==> config.mk <==
export PLATFORM = sky130hd
export DESIGN_NAME = inst_fetch
export DESIGN_NICKNAME = d
export VERILOG_FILES = /design/src/rtl/inst_fetch.sv
export SDC_FILE = /design/constraint.sdc
export NUM_CORES = 1
export LEC_CHECK = 0
export BUFFER_PORTS_ARGS = -buffer_cell sky130_fd_sc_hd__buf_2
export CORE_ASPECT_RATIO = 1.4
export CORE_MARGIN = 5
export CORE_UTILIZATION = 60
export CTS_CLUSTER_DIAMETER = 100
export CTS_CLUSTER_SIZE = 20
export DETAILED_ROUTE_END_ITERATION = 16
export PLACE_DENSITY = 0.85
export SLEW_MARGIN = 20
export SYNTH_ARGS = -nofsm -noshare
export SYNTH_HDL_FRONTEND = slang
export SYNTH_SLANG_ARGS = --single-unit
==> constraint.sdc <==
create_clock -name clk_in -period 18.3 [get_ports clk_in]
set_input_delay 3.66 -clock clk_in [delete_from_list [all_inputs] [get_ports clk_in]]
set_output_delay 3.66 -clock clk_in [all_outputs]
set_load 0.01 [all_outputs]
==> src/rtl/inst_fetch.sv <==
// Instruction fetch unit: PC register, fetch FSM (FETCH/MISS/FULL) and an instruction queue.
// Optional static JAL target prediction is enabled by defining IFETCH_JAL_PREDICT_EN.
module inst_fetch #(
    parameter logic [31:0] RESET_PC  = 32'h0,
    parameter int          IFQ_DEPTH = 8
) (
    input  logic        clk_in,
    input  logic        rst_in,
    input  logic        rdy_in,
    output logic [31:0] icache_addr,
    input  logic [31:0] icache_data,
    input  logic        icache_len,
    input  logic        icache_hit,
    input  logic        flush_in,
    input  logic [31:0] flush_pc,
    output logic        ifq_valid,
    output logic [31:0] ifq_inst,
    output logic [31:0] ifq_pc,
    output logic        ifq_len,
    output logic        ifq_pred_taken,
    output logic [31:0] ifq_pred_pc,
    input  logic        dec_ready
);

    localparam int PTR_W = $clog2(IFQ_DEPTH);
    localparam int CNT_W = $clog2(IFQ_DEPTH + 1);
    localparam logic [CNT_W-1:0] DEPTH_C = CNT_W'(IFQ_DEPTH);

    typedef enum logic [1:0] {FETCH, MISS, FULL} state_t;

    typedef struct packed {
        logic [31:0] inst;
        logic [31:0] pc;
        logic [31:0] pred_pc;
        logic        len;
        logic        pred_taken;
    } entry_t;

    state_t             state_q, state_d;
    logic [31:0]        pc_q, pc_d;
    logic [PTR_W-1:0]   wr_ptr_q, wr_ptr_d;
    logic [PTR_W-1:0]   rd_ptr_q, rd_ptr_d;
    logic [CNT_W-1:0]   count_q, count_d;
    entry_t             mem_q [IFQ_DEPTH];

    logic [31:0] fetch_pc;
    logic [31:0] seq_pc;
    logic [31:0] pred_pc;
    logic        pred_taken;
    logic        full;
    logic        enq;
    logic        deq;
    entry_t      head;

    assign fetch_pc    = pc_q & ~32'h1;
    assign icache_addr = fetch_pc;
    assign seq_pc      = fetch_pc + (icache_len ? 32'd4 : 32'd2);

`ifdef IFETCH_JAL_PREDICT_EN
    logic [31:0] jal_imm;
    assign jal_imm    = {{11{icache_data[31]}}, icache_data[31], icache_data[19:12],
                         icache_data[20], icache_data[30:21], 1'b0};
    assign pred_taken = icache_len && (icache_data[6:0] == 7'b1101111);
    assign pred_pc    = pred_taken ? fetch_pc + jal_imm : seq_pc;
`else
    assign pred_taken = 1'b0;
    assign pred_pc    = seq_pc;
`endif

    // Fullness uses the count registered at the start of the cycle, so a same-cycle
    // dequeue only frees a slot for the following cycle.
    assign full      = (count_q == DEPTH_C);
    assign ifq_valid = (count_q != '0);
    assign deq       = ifq_valid && dec_ready;

    always_comb begin
        // NOTE: every combinational output gets a default first so no path infers a latch.
        state_d  = state_q;
        pc_d     = pc_q;
        wr_ptr_d = wr_ptr_q;
        rd_ptr_d = rd_ptr_q;
        count_d  = count_q;
        enq      = 1'b0;

        if (flush_in) begin
            state_d  = FETCH;
            pc_d     = flush_pc & ~32'h1;
            wr_ptr_d = '0;
            rd_ptr_d = '0;
            count_d  = '0;
        end else begin
            case (state_q)
                FETCH, MISS: begin
                    if (full) begin
                        state_d = FULL;
                    end else if (icache_hit) begin
                        enq     = 1'b1;
                        pc_d    = pred_pc;
                        state_d = FETCH;
                    end else begin
                        state_d = MISS;
                    end
                end
                FULL:    state_d = (full && !deq) ? FULL : FETCH;
                default: state_d = FETCH;
            endcase

            if (enq) wr_ptr_d = wr_ptr_q + PTR_W'(1);
            if (deq) rd_ptr_d = rd_ptr_q + PTR_W'(1);
            case ({enq, deq})
                2'b10:   count_d = count_q + CNT_W'(1);
                2'b01:   count_d = count_q - CNT_W'(1);
                default: count_d = count_q;
            endcase
        end
    end

    always_ff @(posedge clk_in or negedge rst_in) begin
        if (!rst_in) begin
            state_q  <= FETCH;
            pc_q     <= RESET_PC;
            wr_ptr_q <= '0;
            rd_ptr_q <= '0;
            count_q  <= '0;
        end else if (rdy_in) begin
            state_q  <= state_d;
            pc_q     <= pc_d;
            wr_ptr_q <= wr_ptr_d;
            rd_ptr_q <= rd_ptr_d;
            count_q  <= count_d;
        end
    end

    // NOTE: queue storage has no reset; entries are only visible through the count,
    // and the head outputs are masked to zero whenever the queue is empty.
    always_ff @(posedge clk_in) begin
        if (rdy_in && enq) begin
            mem_q[wr_ptr_q] <= '{inst: icache_data, pc: fetch_pc, pred_pc: pred_pc,
                                 len: icache_len, pred_taken: pred_taken};
        end
    end

    assign head           = mem_q[rd_ptr_q];
    assign ifq_inst       = ifq_valid ? head.inst       : 32'h0;
    assign ifq_pc         = ifq_valid ? head.pc         : 32'h0;
    assign ifq_pred_pc    = ifq_valid ? head.pred_pc    : 32'h0;
    assign ifq_len        = ifq_valid ? head.len        : 1'b0;
    assign ifq_pred_taken = ifq_valid ? head.pred_taken : 1'b0;

endmodule

==> metrics.cfg <==
[status]
status = finished clean

[worst_setup_path]
reg2reg_depth = 6
cp.arrival_ns = 3.62
worstPathCellList = buf_4 > mux4_2 > nand2_1 > a21oi_1 > buf_2
cp_slowest_cell = dfrtp_4
cp_max_fo = 74
crit_type = flip-flop to primary output
start_kind = flip-flop
critPathMaxStageDelay_ns = 0.96
worstPathRequired_ns = 14.64
critPathCaptureType = primary output

[floorplanning]
core-area_mm2 = 0.0532
start_util_pct = 60.4
rows = 100
dieArea_mm2 = 0.0584
ios = 202
fp.dieH_um = 284
dieWidth_um = 206

[logic_synthesis]
ys_seq_area_share_pct = 74.4
synth_top_cell_by_area = edfxtp_1
ys_warn_count = 0
async_reset_ff_share_pct = 5.35
synth.distinct_cells = 68
syn_area_mm2 = 0.0321
ys_ff_latch = 803
syn_area_per_cell_um2 = 18.4
synth_common_cells = edfxtp_1, nand2_1, mux4_2
synth.area.top_cells = edfxtp_1, mux4_2, dfrtp_1
synthFlopType = edfxtp_1
synth_top_area_share_pct = 71.0
yosysMostFrequentCell = edfxtp_1
synth_cells = 1742
synth_edf_count = 760

[detailed_routing]
drc_errors = 0
dr.pass1.iters = 5
antenna_left = 0
routedWlPerCell_um = 28.2
drt-total-wl_um = 74900
drt_iter0_drc = 1863
num_vias = 17316
viasPerCell = 6.51

[global_route]
grt_pass1_vias = 17972
grt_max_degree = 127
grt_use_total_pct = 25.9
grt.overflow.total = 0
grt_first_pass_wirelength_um = 113000
antenna_found_initial = 1

[sta]
period_share_pct = 39.8
worst_slew_pin_slew_ns = 1.13
min_period_ns = 7.28
finalClockSkew_ns = 0.0236
fmax_ghz = 0.137
rsz0062_at_grt = false
fin_setup_tns_ns = 0
setup_violations = 0
final_max_slew_viol_count = 0
slew_headroom_pct = 25.0
hold_violations = 0

[clock_tree]
post_cts_resized = 0
clk_path_buf_depth = 3
clkSlewWorstSetupHoldPaths_ns = 0.09
cts_root_buf = clkbuf_16
htree_levels = 2
cts_sinks = 803
post-cts-setup-buffers = 0
numCtsBuffers = 46
clk_latency_ns = 0.59
cts_tree = yes
cts_hold_buf = 0

[cells_and_area]
nets = 1995
area.growth.synth_to_final_pct = 9.80
drive_gt1_share_pct = 25.9

[placed_design]
portBuffers = 196
place_congestion = 0.914
dp_hpwl_um = 41800

[run]
cap_violations = 0

[min_path]
hp-class = flip-flop to flip-flop
holdPathStages = 2

[power_and_ir_drop]
ir_drop_mv = 0.111
p_leak_nw = 11.4
p_total_mw = 4.53
powerDensity_mw_per_mm2 = 128

[per-layer routing]
| layer | up-vias | part of all wire [%] | track usage [%] |
|---|---|---|---|
| met2 | 984 | 51 | 43.8 |
| li1 | 7275 | - | - |
| met5 | - | 0 | 0 |
| met4 | 0 | 4.1 | 9.35 |
| met3 | 150 | 8.5 | 3.65 |
| met1 | 8907 | 36 | 34.9 |
[report_power, final]
| group | total [mW] | leakage (nW) | internal, mW | switching [mW] |
|---|---|---|---|---|
| clock network | 1.05 | 0.646 | 0.499 | 0.552 |
| registers | 2.24 | 7.37 | 2.13 | 0.104 |
| logic | 1.25 | 3.40 | 0.505 | 0.742 |
[flip-flops by register name, summed over array words and instances (netlist names)]
signal and flops:
state_q 2, mem_q 760, count_q 4, pc_q 31
rd_ptr_q 3, wr_ptr_q 3
[layout by cell type (no fill, tap or decap), types with 10 or more instances in the layout]
master / count
a21oi_1: 111
nor3_1: 10
inv_1: 23
nand4_1: 11
o22ai_1: 13
dfrtp_1: 40
clkbuf_1: 27
nor2_1: 33
nand2_1: 223
buf_4: 40
o21ai_0: 12
nand3_1: 21
edfxtp_1: 760
mux4_2: 190
buf_2: 195
xnor2_1: 23
clkbuf_16: 49
[area by class of cell]
type,instances,area [µm²]
Clock buffer,76,1330
Clock inverter,1,20.0
Timing Repair Buffer,237,1320
Multi-Input combinational cell,804,7710
Antenna cell,1,2.50
Inverter,25,95.1
Tap cell,714,893
Sequential cell,803,23900
Fill cell,3426,17900
[path summary, 6_finish.rpt]
check | from | to | slack, ns
max | rd_ptr_q[1] | ifq_pred_pc[13] | 11.02
min | state_q[0] | state_q[0] | 0.52
max reg2reg | count_q[0] | mem_q[3][72] | 14.52
min reg2reg | state_q[0] | state_q[0] | 0.52
max in group asynchronous | rst_in | rd_ptr_q[1] | 14.74
min in group asynchronous | rst_in | pc_q[20] | 3.07
[cell families (layout without fill, tap and decap cells)]
kind of cell	Yosys count	in the layout	synth area share, %
DFF	803	803	74.4
and+or+nand+nor	364	364	5.36
AOI/OAI and AO/OA	208	208	3.98
muxes	190	190	13.3
buffers and inverters	138	339	1.83
xor gates and xnor gates	31	31	0.845
adders and majority gates	7	7	0.296
other	1	5	0.0117
[worst max-delay path: cells and delay by family, from the launching register on]
kind | cells | cell delay [ns]
buffers and inverters | 2 | 1.15
DFF | 1 | 0.96
muxes | 1 | 0.40
AOI/OAI and AO/OA | 1 | 0.39
and+or+nand+nor | 1 | 0.07
[metrics by stage]
stage | util (%) | instances | hold WS, ns | cell area, µm² | worst slack, ns
final | 66.4 | 2661 | 0.520 | 35300 | 11.02
after CTS | 66.3 | 2659 | 0.521 | 35300 | 10.97
after floorplan | - | 1745 | 0.451 | 32100 | 4.15
after global routing | 66.4 | 2661 | 0.539 | 35300 | 10.86
after detailed placement | 63.8 | 2582 | 0.501 | 33900 | 10.66
after global placement | 63.8 | 2582 | 0.468 | 33900 | 10.75
(Power assumes the default switching activity.)
